**src/rtl/mnist_pkg.sv**
```systemverilog
// Shared types and datapath pipeline offsets for the MNIST layer sequencer.
package mnist_pkg;

  typedef enum logic [3:0] {
    ST_IDLE, ST_FETCH, ST_DRAIN, ST_RELU, ST_QDQ,
    ST_QWAIT, ST_ROUND, ST_SAT, ST_WRITE, ST_DONE
  } layer_st_e;

  // Cycle offsets between mac pipeline stages
  localparam int MAC2ACC_DLY   = 2;
  localparam int QDQ2ROUND_DLY = 2;
  localparam int ROUND2SAT_DLY = 1;

endpackage

```
**src/rtl/mac_layer_ctrl_if.sv**
```systemverilog
// Control/address bundle between the layer sequencer, the top FSM and the mac/BRAMs.
interface mac_layer_ctrl_if #(
  parameter int IMG_AW = 10,
  parameter int W_AW   = 16,
  parameter int O_AW   = 6
);
  logic              start_i;
  logic              relu_cfg_i;
  logic              busy_o;
  logic              done_o;
  logic              img_rd_en_o;
  logic [IMG_AW-1:0] img_addr_o;
  logic              w_rd_en_o;
  logic [W_AW-1:0]   w_addr_o;
  logic              mac_clear_o;
  logic              mac_en_o;
  logic              acc_en_o;
  logic              relu_en_o;
  logic              qdq_en_o;
  logic              round_en_o;
  logic              sat_en_o;
  logic              out_we_o;
  logic [O_AW-1:0]   out_addr_o;

  modport master (
    input  start_i, relu_cfg_i,
    output busy_o, done_o, img_rd_en_o, img_addr_o, w_rd_en_o, w_addr_o,
           mac_clear_o, mac_en_o, acc_en_o, relu_en_o, qdq_en_o,
           round_en_o, sat_en_o, out_we_o, out_addr_o
  );

  modport slave (
    output start_i, relu_cfg_i,
    input  busy_o, done_o, img_rd_en_o, img_addr_o, w_rd_en_o, w_addr_o,
           mac_clear_o, mac_en_o, acc_en_o, relu_en_o, qdq_en_o,
           round_en_o, sat_en_o, out_we_o, out_addr_o
  );
endinterface

```
**src/rtl/strobe_delay.sv**
```systemverilog
// Single-bit strobe delay line of DEPTH cycles; DEPTH=0 is a wire.
module strobe_delay #(
  parameter int DEPTH = 1
) (
  input  logic clk_i,
  input  logic rstn_i,
  input  logic d_i,
  output logic q_o
);

  if (DEPTH == 0) begin : g_wire
    assign q_o = d_i;
  end else begin : g_sr
    logic [DEPTH-1:0] vld_pipe;

    always_ff @(posedge clk_i or negedge rstn_i) begin
      if (!rstn_i) vld_pipe <= '0;
      else         vld_pipe <= DEPTH'({vld_pipe, d_i});
    end

    assign q_o = vld_pipe[DEPTH-1];
  end

endmodule

```
**src/rtl/mac_layer_ctrl.sv**
```systemverilog
// Fully-connected layer sequencer: walks N_OUT neurons over N_IN inputs and
// drives buffer reads, mac stage strobes and the output buffer write.
module mac_layer_ctrl
  import mnist_pkg::*;
#(
  parameter int N_IN   = 784,
  parameter int N_OUT  = 64,
  parameter int RD_LAT = 1,
  parameter int IMG_AW = 10,
  parameter int W_AW   = 16,
  parameter int O_AW   = 6
) (
  input  logic             clk_i,
  input  logic             rstn_i,
  mac_layer_ctrl_if.master bus
);

  localparam logic [IMG_AW-1:0] K_LAST   = IMG_AW'(N_IN - 1);
  localparam logic [O_AW-1:0]   N_LAST   = O_AW'(N_OUT - 1);
  localparam logic [2:0]        DRN_LAST = 3'(RD_LAT + MAC2ACC_DLY - 1);
  localparam logic [2:0]        QW_LAST  = 3'(QDQ2ROUND_DLY - 2);
  localparam logic [2:0]        RND_LAST = 3'(ROUND2SAT_DLY - 1);

  layer_st_e         st;
  logic [IMG_AW-1:0] k_q;
  logic [W_AW-1:0]   w_q;
  logic [O_AW-1:0]   n_q;
  logic [2:0]        cnt;
  logic              relu_cfg_q;
  logic              rd_en_q, clr_q, relu_q, qdq_q, round_q, sat_q, we_q;
  logic              busy_q, done_q;
  logic              mac_en, acc_en;

  always_ff @(posedge clk_i or negedge rstn_i) begin
    if (!rstn_i) begin
      st         <= ST_IDLE;
      k_q        <= '0;
      w_q        <= '0;
      n_q        <= '0;
      cnt        <= '0;
      relu_cfg_q <= 1'b0;
      rd_en_q    <= 1'b0;
      clr_q      <= 1'b0;
      relu_q     <= 1'b0;
      qdq_q      <= 1'b0;
      round_q    <= 1'b0;
      sat_q      <= 1'b0;
      we_q       <= 1'b0;
      busy_q     <= 1'b0;
      done_q     <= 1'b0;
    end else begin
      case (st)
        ST_IDLE: if (bus.start_i) begin
          st         <= ST_FETCH;
          relu_cfg_q <= bus.relu_cfg_i;
          busy_q     <= 1'b1;
          n_q        <= '0;
          k_q        <= '0;
          w_q        <= '0;
          rd_en_q    <= 1'b1;
          clr_q      <= 1'b1;
        end
        ST_FETCH: begin
          clr_q <= 1'b0;
          if (k_q == K_LAST) begin
            st      <= ST_DRAIN;
            rd_en_q <= 1'b0;
            cnt     <= '0;
          end else begin
            k_q <= k_q + 1'b1;
            w_q <= w_q + 1'b1;
          end
        end
        // Wait until the last product has been accumulated
        ST_DRAIN: begin
          if (cnt == DRN_LAST) begin
            st     <= ST_RELU;
            relu_q <= relu_cfg_q;
          end else begin
            cnt <= cnt + 1'b1;
          end
        end
        ST_RELU: begin
          st     <= ST_QDQ;
          relu_q <= 1'b0;
          qdq_q  <= 1'b1;
        end
        ST_QDQ: begin
          st    <= ST_QWAIT;
          qdq_q <= 1'b0;
          cnt   <= '0;
        end
        ST_QWAIT: begin
          if (cnt == QW_LAST) begin
            st      <= ST_ROUND;
            round_q <= 1'b1;
            cnt     <= '0;
          end else begin
            cnt <= cnt + 1'b1;
          end
        end
        ST_ROUND: begin
          round_q <= 1'b0;
          if (cnt == RND_LAST) begin
            st    <= ST_SAT;
            sat_q <= 1'b1;
          end else begin
            cnt <= cnt + 1'b1;
          end
        end
        ST_SAT: begin
          st    <= ST_WRITE;
          sat_q <= 1'b0;
          we_q  <= 1'b1;
        end
        ST_WRITE: begin
          we_q <= 1'b0;
          if (n_q == N_LAST) begin
            st     <= ST_DONE;
            done_q <= 1'b1;
          end else begin
            st      <= ST_FETCH;
            n_q     <= n_q + 1'b1;
            k_q     <= '0;
            w_q     <= w_q + 1'b1;
            rd_en_q <= 1'b1;
            clr_q   <= 1'b1;
          end
        end
        ST_DONE: begin
          st     <= ST_IDLE;
          done_q <= 1'b0;
          busy_q <= 1'b0;
        end
        default: st <= ST_IDLE;
      endcase
    end
  end

  strobe_delay #(.DEPTH(RD_LAT)) u_rd_dly (
    .clk_i (clk_i), .rstn_i (rstn_i), .d_i (rd_en_q), .q_o (mac_en)
  );

  strobe_delay #(.DEPTH(MAC2ACC_DLY)) u_acc_dly (
    .clk_i (clk_i), .rstn_i (rstn_i), .d_i (mac_en), .q_o (acc_en)
  );

  assign bus.busy_o      = busy_q;
  assign bus.done_o      = done_q;
  assign bus.img_rd_en_o = rd_en_q;
  assign bus.img_addr_o  = k_q;
  assign bus.w_rd_en_o   = rd_en_q;
  assign bus.w_addr_o    = w_q;
  assign bus.mac_clear_o = clr_q;
  assign bus.mac_en_o    = mac_en;
  assign bus.acc_en_o    = acc_en;
  assign bus.relu_en_o   = relu_q;
  assign bus.qdq_en_o    = qdq_q;
  assign bus.round_en_o  = round_q;
  assign bus.sat_en_o    = sat_q;
  assign bus.out_we_o    = we_q;
  assign bus.out_addr_o  = n_q;

endmodule

```
**src/flat_wrapper.sv**
```systemverilog
// flat-port wrapper written by rule: the top's interface ports become plain ports
module mac_layer_ctrl_flat import mnist_pkg::*;
#(
  parameter int N_IN   = 784,
  parameter int N_OUT  = 64,
  parameter int RD_LAT = 1,
  parameter int IMG_AW = 10,
  parameter int W_AW   = 16,
  parameter int O_AW   = 6
)
  (clk_i, rstn_i, bus_start_i, bus_relu_cfg_i, bus_busy_o, bus_done_o, bus_img_rd_en_o, bus_img_addr_o, bus_w_rd_en_o, bus_w_addr_o, bus_mac_clear_o, bus_mac_en_o, bus_acc_en_o, bus_relu_en_o, bus_qdq_en_o, bus_round_en_o, bus_sat_en_o, bus_out_we_o, bus_out_addr_o);
  mac_layer_ctrl_if #(.IMG_AW(IMG_AW), .W_AW(W_AW), .O_AW(O_AW)) bus_i ();
  input  logic clk_i;
  input  logic rstn_i;
  input wire logic [$bits(bus_i.start_i)-1:0] bus_start_i;
  input wire logic [$bits(bus_i.relu_cfg_i)-1:0] bus_relu_cfg_i;
  output wire logic [$bits(bus_i.busy_o)-1:0] bus_busy_o;
  output wire logic [$bits(bus_i.done_o)-1:0] bus_done_o;
  output wire logic [$bits(bus_i.img_rd_en_o)-1:0] bus_img_rd_en_o;
  output wire logic [$bits(bus_i.img_addr_o)-1:0] bus_img_addr_o;
  output wire logic [$bits(bus_i.w_rd_en_o)-1:0] bus_w_rd_en_o;
  output wire logic [$bits(bus_i.w_addr_o)-1:0] bus_w_addr_o;
  output wire logic [$bits(bus_i.mac_clear_o)-1:0] bus_mac_clear_o;
  output wire logic [$bits(bus_i.mac_en_o)-1:0] bus_mac_en_o;
  output wire logic [$bits(bus_i.acc_en_o)-1:0] bus_acc_en_o;
  output wire logic [$bits(bus_i.relu_en_o)-1:0] bus_relu_en_o;
  output wire logic [$bits(bus_i.qdq_en_o)-1:0] bus_qdq_en_o;
  output wire logic [$bits(bus_i.round_en_o)-1:0] bus_round_en_o;
  output wire logic [$bits(bus_i.sat_en_o)-1:0] bus_sat_en_o;
  output wire logic [$bits(bus_i.out_we_o)-1:0] bus_out_we_o;
  output wire logic [$bits(bus_i.out_addr_o)-1:0] bus_out_addr_o;
  assign bus_i.start_i = bus_start_i;
  assign bus_i.relu_cfg_i = bus_relu_cfg_i;
  assign bus_busy_o = bus_i.busy_o;
  assign bus_done_o = bus_i.done_o;
  assign bus_img_rd_en_o = bus_i.img_rd_en_o;
  assign bus_img_addr_o = bus_i.img_addr_o;
  assign bus_w_rd_en_o = bus_i.w_rd_en_o;
  assign bus_w_addr_o = bus_i.w_addr_o;
  assign bus_mac_clear_o = bus_i.mac_clear_o;
  assign bus_mac_en_o = bus_i.mac_en_o;
  assign bus_acc_en_o = bus_i.acc_en_o;
  assign bus_relu_en_o = bus_i.relu_en_o;
  assign bus_qdq_en_o = bus_i.qdq_en_o;
  assign bus_round_en_o = bus_i.round_en_o;
  assign bus_sat_en_o = bus_i.sat_en_o;
  assign bus_out_we_o = bus_i.out_we_o;
  assign bus_out_addr_o = bus_i.out_addr_o;
  mac_layer_ctrl #(.N_IN(N_IN), .N_OUT(N_OUT), .RD_LAT(RD_LAT), .IMG_AW(IMG_AW), .W_AW(W_AW), .O_AW(O_AW)) u_core (.clk_i(clk_i), .rstn_i(rstn_i), .bus(bus_i));
endmodule
```
**config.mk**
```make
export PLATFORM = sky130hd
export DESIGN_NAME = mac_layer_ctrl_flat
export DESIGN_NICKNAME = d
export VERILOG_FILES = /design/src/rtl/mnist_pkg.sv /design/src/rtl/mac_layer_ctrl_if.sv /design/src/rtl/strobe_delay.sv /design/src/rtl/mac_layer_ctrl.sv /design/src/flat_wrapper.sv
export SDC_FILE = /design/constraint.sdc
export NUM_CORES = 1
export LEC_CHECK = 0
export CAP_MARGIN = 20
export CORE_MARGIN = 2
export CORE_UTILIZATION = 48
export CTS_CLUSTER_SIZE = 20
export DETAILED_ROUTE_END_ITERATION = 16
export GPL_TIMING_DRIVEN = 0
export PLACE_DENSITY = 0.85
export SLEW_MARGIN = 15
export SYNTH_ARGS = -nofsm -noshare
export SYNTH_HDL_FRONTEND = slang
export SYNTH_HIERARCHICAL = 1
export SYNTH_SLANG_ARGS = --single-unit
```
**constraint.sdc**
```tcl
create_clock -name clk_i -period 2.1 [get_ports clk_i]
set_clock_uncertainty 0.15 [all_clocks]
set_input_delay 0.315 -clock clk_i [delete_from_list [all_inputs] [get_ports clk_i]]
set_output_delay 0.315 -clock clk_i [all_outputs]
set_load 0.005 [all_outputs]
```
Yosys cells after proc, flatten, opt, wreduce, memory -nomap -nowiden

Cells that the tools add are included.

Add/sub/neg operators: 4
Equal/unequal tests: 22
Reduce and logical (&&, ||, !) cells: 24
Muxes and demuxes: 38

Operators by type and width:

| kind                                          | count |
|---|---|
| two-way mux 16 bit                            | 3 |
| one-hot mux 16 bit (3 select lines)           | 1 |
| one-hot mux 4 bit (9 select lines)            | 1 |
| two-way mux 10 bit                            | 3 |
| one-hot mux 10 bit (3 select lines)           | 1 |
| two-way mux 4 bit                             | 6 |
| adder 16 x 1 -> 16 bit, second input constant | 1 |
| == test 4 x 3 -> 1 bit, second input constant | 4 |
| nonzero test 2 bit                            | 8 |
| one-hot mux 3 bit (5 select lines)            | 1 |
| one-hot mux 1 bit (2 select lines)            | 7 |
| two-way mux 3 bit                             | 4 |
| two-way mux 6 bit                             | 2 |
| one-hot mux 6 bit (2 select lines)            | 1 |
| AND reduction 2 bit                           | 6 |
| AND reduction 4 bit                           | 3 |
| adder 10 x 1 -> 10 bit, second input constant | 1 |
| == test 10 bit, second input constant         | 1 |
| != test 2 x 1 -> 1 bit, second input constant | 5 |
| != test 2 bit, second input constant          | 5 |
| == test 4 x 2 -> 1 bit, second input constant | 2 |
| == test 4 bit, second input constant          | 2 |
| adder 6 x 1 -> 6 bit, second input constant   | 1 |
| == test 6 bit, second input constant          | 1 |
| other kinds (11)                              | 18 |

Register bits: 52
Input port bits: 4
Logic and storage cells: 105

Logic depth before layout (Yosys ltp)

Depth after elaboration: 3
Depth in mapped cells: 8

Modules after synthesis

The synthesis kept the hierarchy.

By module, submodules not included:

| module                          | seq. area each (µm²) | times used | cells each | area an instance (µm²) |
|---|---|---|---|---|
| mac_layer_ctrl                  | 1,226.2              | 1          | 298        | 2,723.9 |
| strobe_delay (u_core.u_acc_dly) | 50.0                 | 1          | 2          | 50.0 |
| strobe_delay (u_core.u_rd_dly)  | 25.0                 | 1          | 1          | 25.0 |

Least setup slack after synthesis

OpenSTA, ideal clock, no wires.

Path type: flip-flop to flip-flop
Start: register u_core.k_q[6], in the netlist u_core/bus.img_addr_o[6]
End: register u_core.cnt[1]
Setup slack: -102 ps
Cell stages (with the launch flop): 6
Period minus slack after synthesis: 2,202 ps
Data arrival time: 1,927 ps
Buffers on the path: 0
Cell sequence: dfrtp_1 -> or4_4 -> nor3_4 -> nor2_2 -> a2111oi_4 -> mux2_2

Word-level cells in the longest chain between the ends: 3

Ends and longest elaborated chain:

| element                                 | RTL line              | RTL |
|---|---|---|
| start: declaration                      | mac_layer_ctrl.sv:25  | `logic [IMG_AW-1:0] k_q;` |
| start signal: assignment                | mac_layer_ctrl.sv:70  | `k_q <= k_q + 1'b1;` |
| == test 10 bit                          | mac_layer_ctrl.sv:65  | `if (k_q == K_LAST) begin` |
| != test 2 x 1 -> 1 bit (no source line) | n/a                   |  |
| AND reduction 4 bit (no source line)    | n/a                   |  |
| end signal: assignment                  | mac_layer_ctrl.sv:80  | `cnt <= cnt + 1'b1;` |
| end signal: assignment                  | mac_layer_ctrl.sv:99  | `cnt <= cnt + 1'b1;` |
| end signal: assignment                  | mac_layer_ctrl.sv:108 | `cnt <= cnt + 1'b1;` |
| end: declaration                        | mac_layer_ctrl.sv:28  | `logic [2:0] cnt;` |

No other way between the ends.
A chain may end at the register's enable or synchronous reset.

Worst setup path after layout

Start: register u_core.k_q[6], in the netlist u_core/bus.img_addr_o[6]
End: register u_core.w_q[11], in the netlist u_core/bus.w_addr_o[11]

Word-level cells in the longest chain between the ends: 3

Ends and longest elaborated chain:

| element                              | RTL line              | RTL |
|---|---|---|
| == test 10 bit                       | mac_layer_ctrl.sv:65  |  |
| != test 2 bit (no source line)       | n/a                   |  |
| AND reduction 4 bit (no source line) | n/a                   |  |
| end signal: assignment               | mac_layer_ctrl.sv:71  | `w_q <= w_q + 1'b1;` |
| end signal: assignment               | mac_layer_ctrl.sv:125 | `w_q <= w_q + 1'b1;` |
| end: declaration                     | mac_layer_ctrl.sv:26  | `logic [W_AW-1:0] w_q;` |

No other way between the ends.

==> impl_metrics.json <==
{
  "outcome": "complete, but fails checks",
  "violations": "negative setup slack",
  "worstMarginPinSlew_ns": 0.6413,
  "yosys.area.top_type": "dfrtp_1",
  "core-area_um2": 5574,
  "final_layout_size_suffix_gt1_frac": 0.2139,
  "syn2layout_area_growth_pct": 36.12,
  "pwr_density_cell_nw_per_um2": 1149,
  "arrival_ns": 2.33,
  "path_common_cell": "buf_6",
  "via_per_inst": 5.993,
  "die_area_um2": 6458,
  "synthCells": 301,
  "start_util": 0.5021,
  "cp.required_ns": 2.17,
  "min_period_over_period": 1.075,
  "worst_slack_ns": -0.1573,
  "crit_path_start_kind": "register",
  "worst_skew_pair.late_latency_ns": 0.31,
  "synth_top_area_share": 0.4649,
  "grt_max_degree": 35,
  "grt_pass1_vias": 2611,
  "power_w": 0.004376,
  "ys_seq_area_frac": 0.4649,
  "ant_nets": 0,
  "slowest_stage": "or4_4",
  "dp_slack_ns": -0.2492,
  "fillers": 427,
  "hp-class": "reg -> reg",
  "peakVddDrop_mv": 0.6856,
  "cts_tree": "yes",
  "cts_buffers": 5,
  "yosysWarnings": 6,
  "synth_enable_flop_cells": 0,
  "maxCapViolCount": 0,
  "antenna_found_initial": 0,
  "wire_per_inst_um": 16.09,
  "tns_ns": -2.696,
  "synthTopCellsByArea": "dfrtp_1 46%, o21ai_0 8.2%, nand2_1 4.7%",
  "hold_viol_final": 0,
  "final_cell_mix": "50 x dfrtp_1, 46 x clkdlybuf4s50_1, 33 x nand2_1",
  "slew_headroom": 0.5691,
  "wirelength_um": 7174,
  "synth.ff_latch_count": 52,
  "grt_pass1_wl_um": 11810,
  "grtUsageTotal": 0.2329,
  "fp-row-count": 27,
  "io_pins": 48,
  "synth.cell_area_um2": 2799,
  "crit_chain": "or4_4 -> buf_6 -> nor4_4 -> a211o_4 -> buf_6 -> o21ai_0 -> o31ai_1",
  "cts_sinks": 52,
  "grt_overflow": 0,
  "critPathMaxFanout": 7,
  "async_reset_ff_frac": 1.000,
  "final_common_cell": "dfrtp_1",
  "layout.cells.non_filler": 446,
  "gp_congestion": 0.8580,
  "max_freq_ghz": 0.4430,
  "ys.flop_type": "dfrtp_1",
  "critical_path_class": "reg -> reg",
  "period_needed_ns": 2.257,
  "synth_fp_nets": 311,
  "slew_violations": 0,
  "grt_setup_unrepaired": "yes",
  "htree_num_levels": 2,
  "die_h_um": 80.36,
  "setup_viol": 27,
  "chipWidth_um": 80.36,
  "drc": 0,
  "layout.nets": 383,
  "root_buffer": "clkbuf_8",
  "dp_hpwl_um": 4539,
  "placedCellCount": 421,
  "avgSynthCellArea_um2": 9.299,
  "clk_pin_slew_ns": 0.09,
  "num_vias": 2673,
  "endpoint_kind": "register",
  "clockBufferDepth": 2,
  "portBuffers": 47,
  "antenna_cells": 0,
  "p_leak_nw": 1.599,
  "initialDrtViolationCount": 206,
  "firstDrtPassIters": 5,
  "synth.distinct_cells": 50,
  "critPathMaxStageDelay_ns": 0.57,
  "timing.hold.ws_ns": 0.2190
}
==> metal layers <==
| layer | up-vias | part of all wire | global-route usage |
|---|---|---|---|
| met5 | - | 0 | 0 |
| li1 | 1246 | - | - |
| met3 | 17 | 0.060 | 0.04494 |
| met1 | 1294 | 0.43 | 0.2934 |
| met2 | 116 | 0.49 | 0.3900 |
| met4 | 0 | 0.018 | 0.09831 |
==> layout make-up <==
cell class | count | area (µm²) | share of cell area
buffer | 13 | 100.1 | 0.02627
clock buffer | 6 | 72.57 | 0.01905
clock inverter | 2 | 35.03 | 0.009195
inverter | 9 | 36.28 | 0.009524
multi-input combinational | 227 | 1541 | 0.4046
sequential | 52 | 1304 | 0.3422
tap | 72 | 90.09 | 0.02365
timing repair buffer | 65 | 630.6 | 0.1655
==> Yosys cell counts, types with 2 or more instances <==
master	count
clkbuf_1	6
mux2_2	5
or3_1	2
ha_1	6
xor2_1	4
nor2b_1	7
or2_2	2
buf_6	2
buf_4	4
nand4_1	5
and2_1	3
a21o_1	3
o41ai_1	2
inv_1	8
dfrtp_1	52
a21oi_1	9
nand2b_1	3
nand2_1	35
o31ai_1	11
o21ai_0	46
and3_1	4
nand3_1	15
a22o_1	3
a31oi_1	10
nor2_1	22
nor3_1	8
==> sequential cells by signal, indices dropped and copies added (netlist names), 2 cells and up <==
| signal | count |
|---|---|
| u_core/bus.img_addr_o | 10 |
| u_core/bus.out_addr_o | 6 |
| u_core/bus.w_addr_o | 16 |
| u_core/cnt | 3 |
| u_core/st | 4 |
| u_core/u_acc_dly/g_sr.vld_pipe | 2 |
==> kinds of logic after synthesis <==
group / synth area share
AOI/OAI and AO/OA: 0.2253
and+or+nand+nor: 0.2097
xor gates and xnor gates: 0.01252
DFF: 0.4649
adders and majority gates: 0.02682
buffers and inverters: 0.04068
muxes: 0.02011
==> critical path, delay by kind of cell, from the launching register on <==
kind	cells	cell delay, ns
simple gates	2	0.89
flops	1	0.42
compound gates	3	0.41
buf+inv	2	0.30
==> final timing paths <==
check / start / end / slack [ns] / cells after the start
min in group asynchronous: rstn_i / u_core/bus.img_addr_o[3]$_DFFE_PN0P_ / 0.32 / 2
worst max register to register: u_core/bus.img_addr_o[6]$_DFFE_PN0P_ / u_core/bus.w_addr_o[11]$_DFFE_PN0P_ / -0.16 / 7
worst max-delay path: u_core/bus.img_addr_o[6]$_DFFE_PN0P_ / u_core/bus.w_addr_o[11]$_DFFE_PN0P_ / -0.16 / 7
max in group asynchronous: rstn_i / u_core/bus.img_addr_o[6]$_DFFE_PN0P_ / 0.93 / 3
worst min register to register: u_core/u_acc_dly/g_sr.vld_pipe[0]$_DFF_PN0_ / u_core/u_acc_dly/g_sr.vld_pipe[1]$_DFF_PN0_ / 0.22 / 0
worst min-delay path: u_core/u_acc_dly/g_sr.vld_pipe[0]$_DFF_PN0_ / u_core/u_acc_dly/g_sr.vld_pipe[1]$_DFF_PN0_ / 0.22 / 0
==> per-stage QoR <==
| step | instance area (µm²) | utilization |
|---|---|---|
| floorplan | 2809 | - |
| global placement | 3369 | 0.6045 |
| detailed placement | 3385 | 0.6072 |
| CTS | 3680 | 0.6602 |
| global route | 3810 | 0.6835 |
| finish | 3810 | 0.6835 |
==> report_power, final <==
group / internal [W] / switching [W]
Clock: 0.000354 / 0.000335
Sequential: 0.00121 / 0.000188
Combinational: 0.00109 / 0.00120
==> what timing repair did <==
action / CTS / global route
gates resized for setup: 35 / 35
pin swaps: 8 / 10
gates cloned: 3 / 0
setup endpoints to repair: 29 / 33
buffers inserted: 12 / 1
hold endpoints to repair: 18 / 0
hold buffers: 1 / 0
Note: power is estimated with default switching activity, not from simulation.
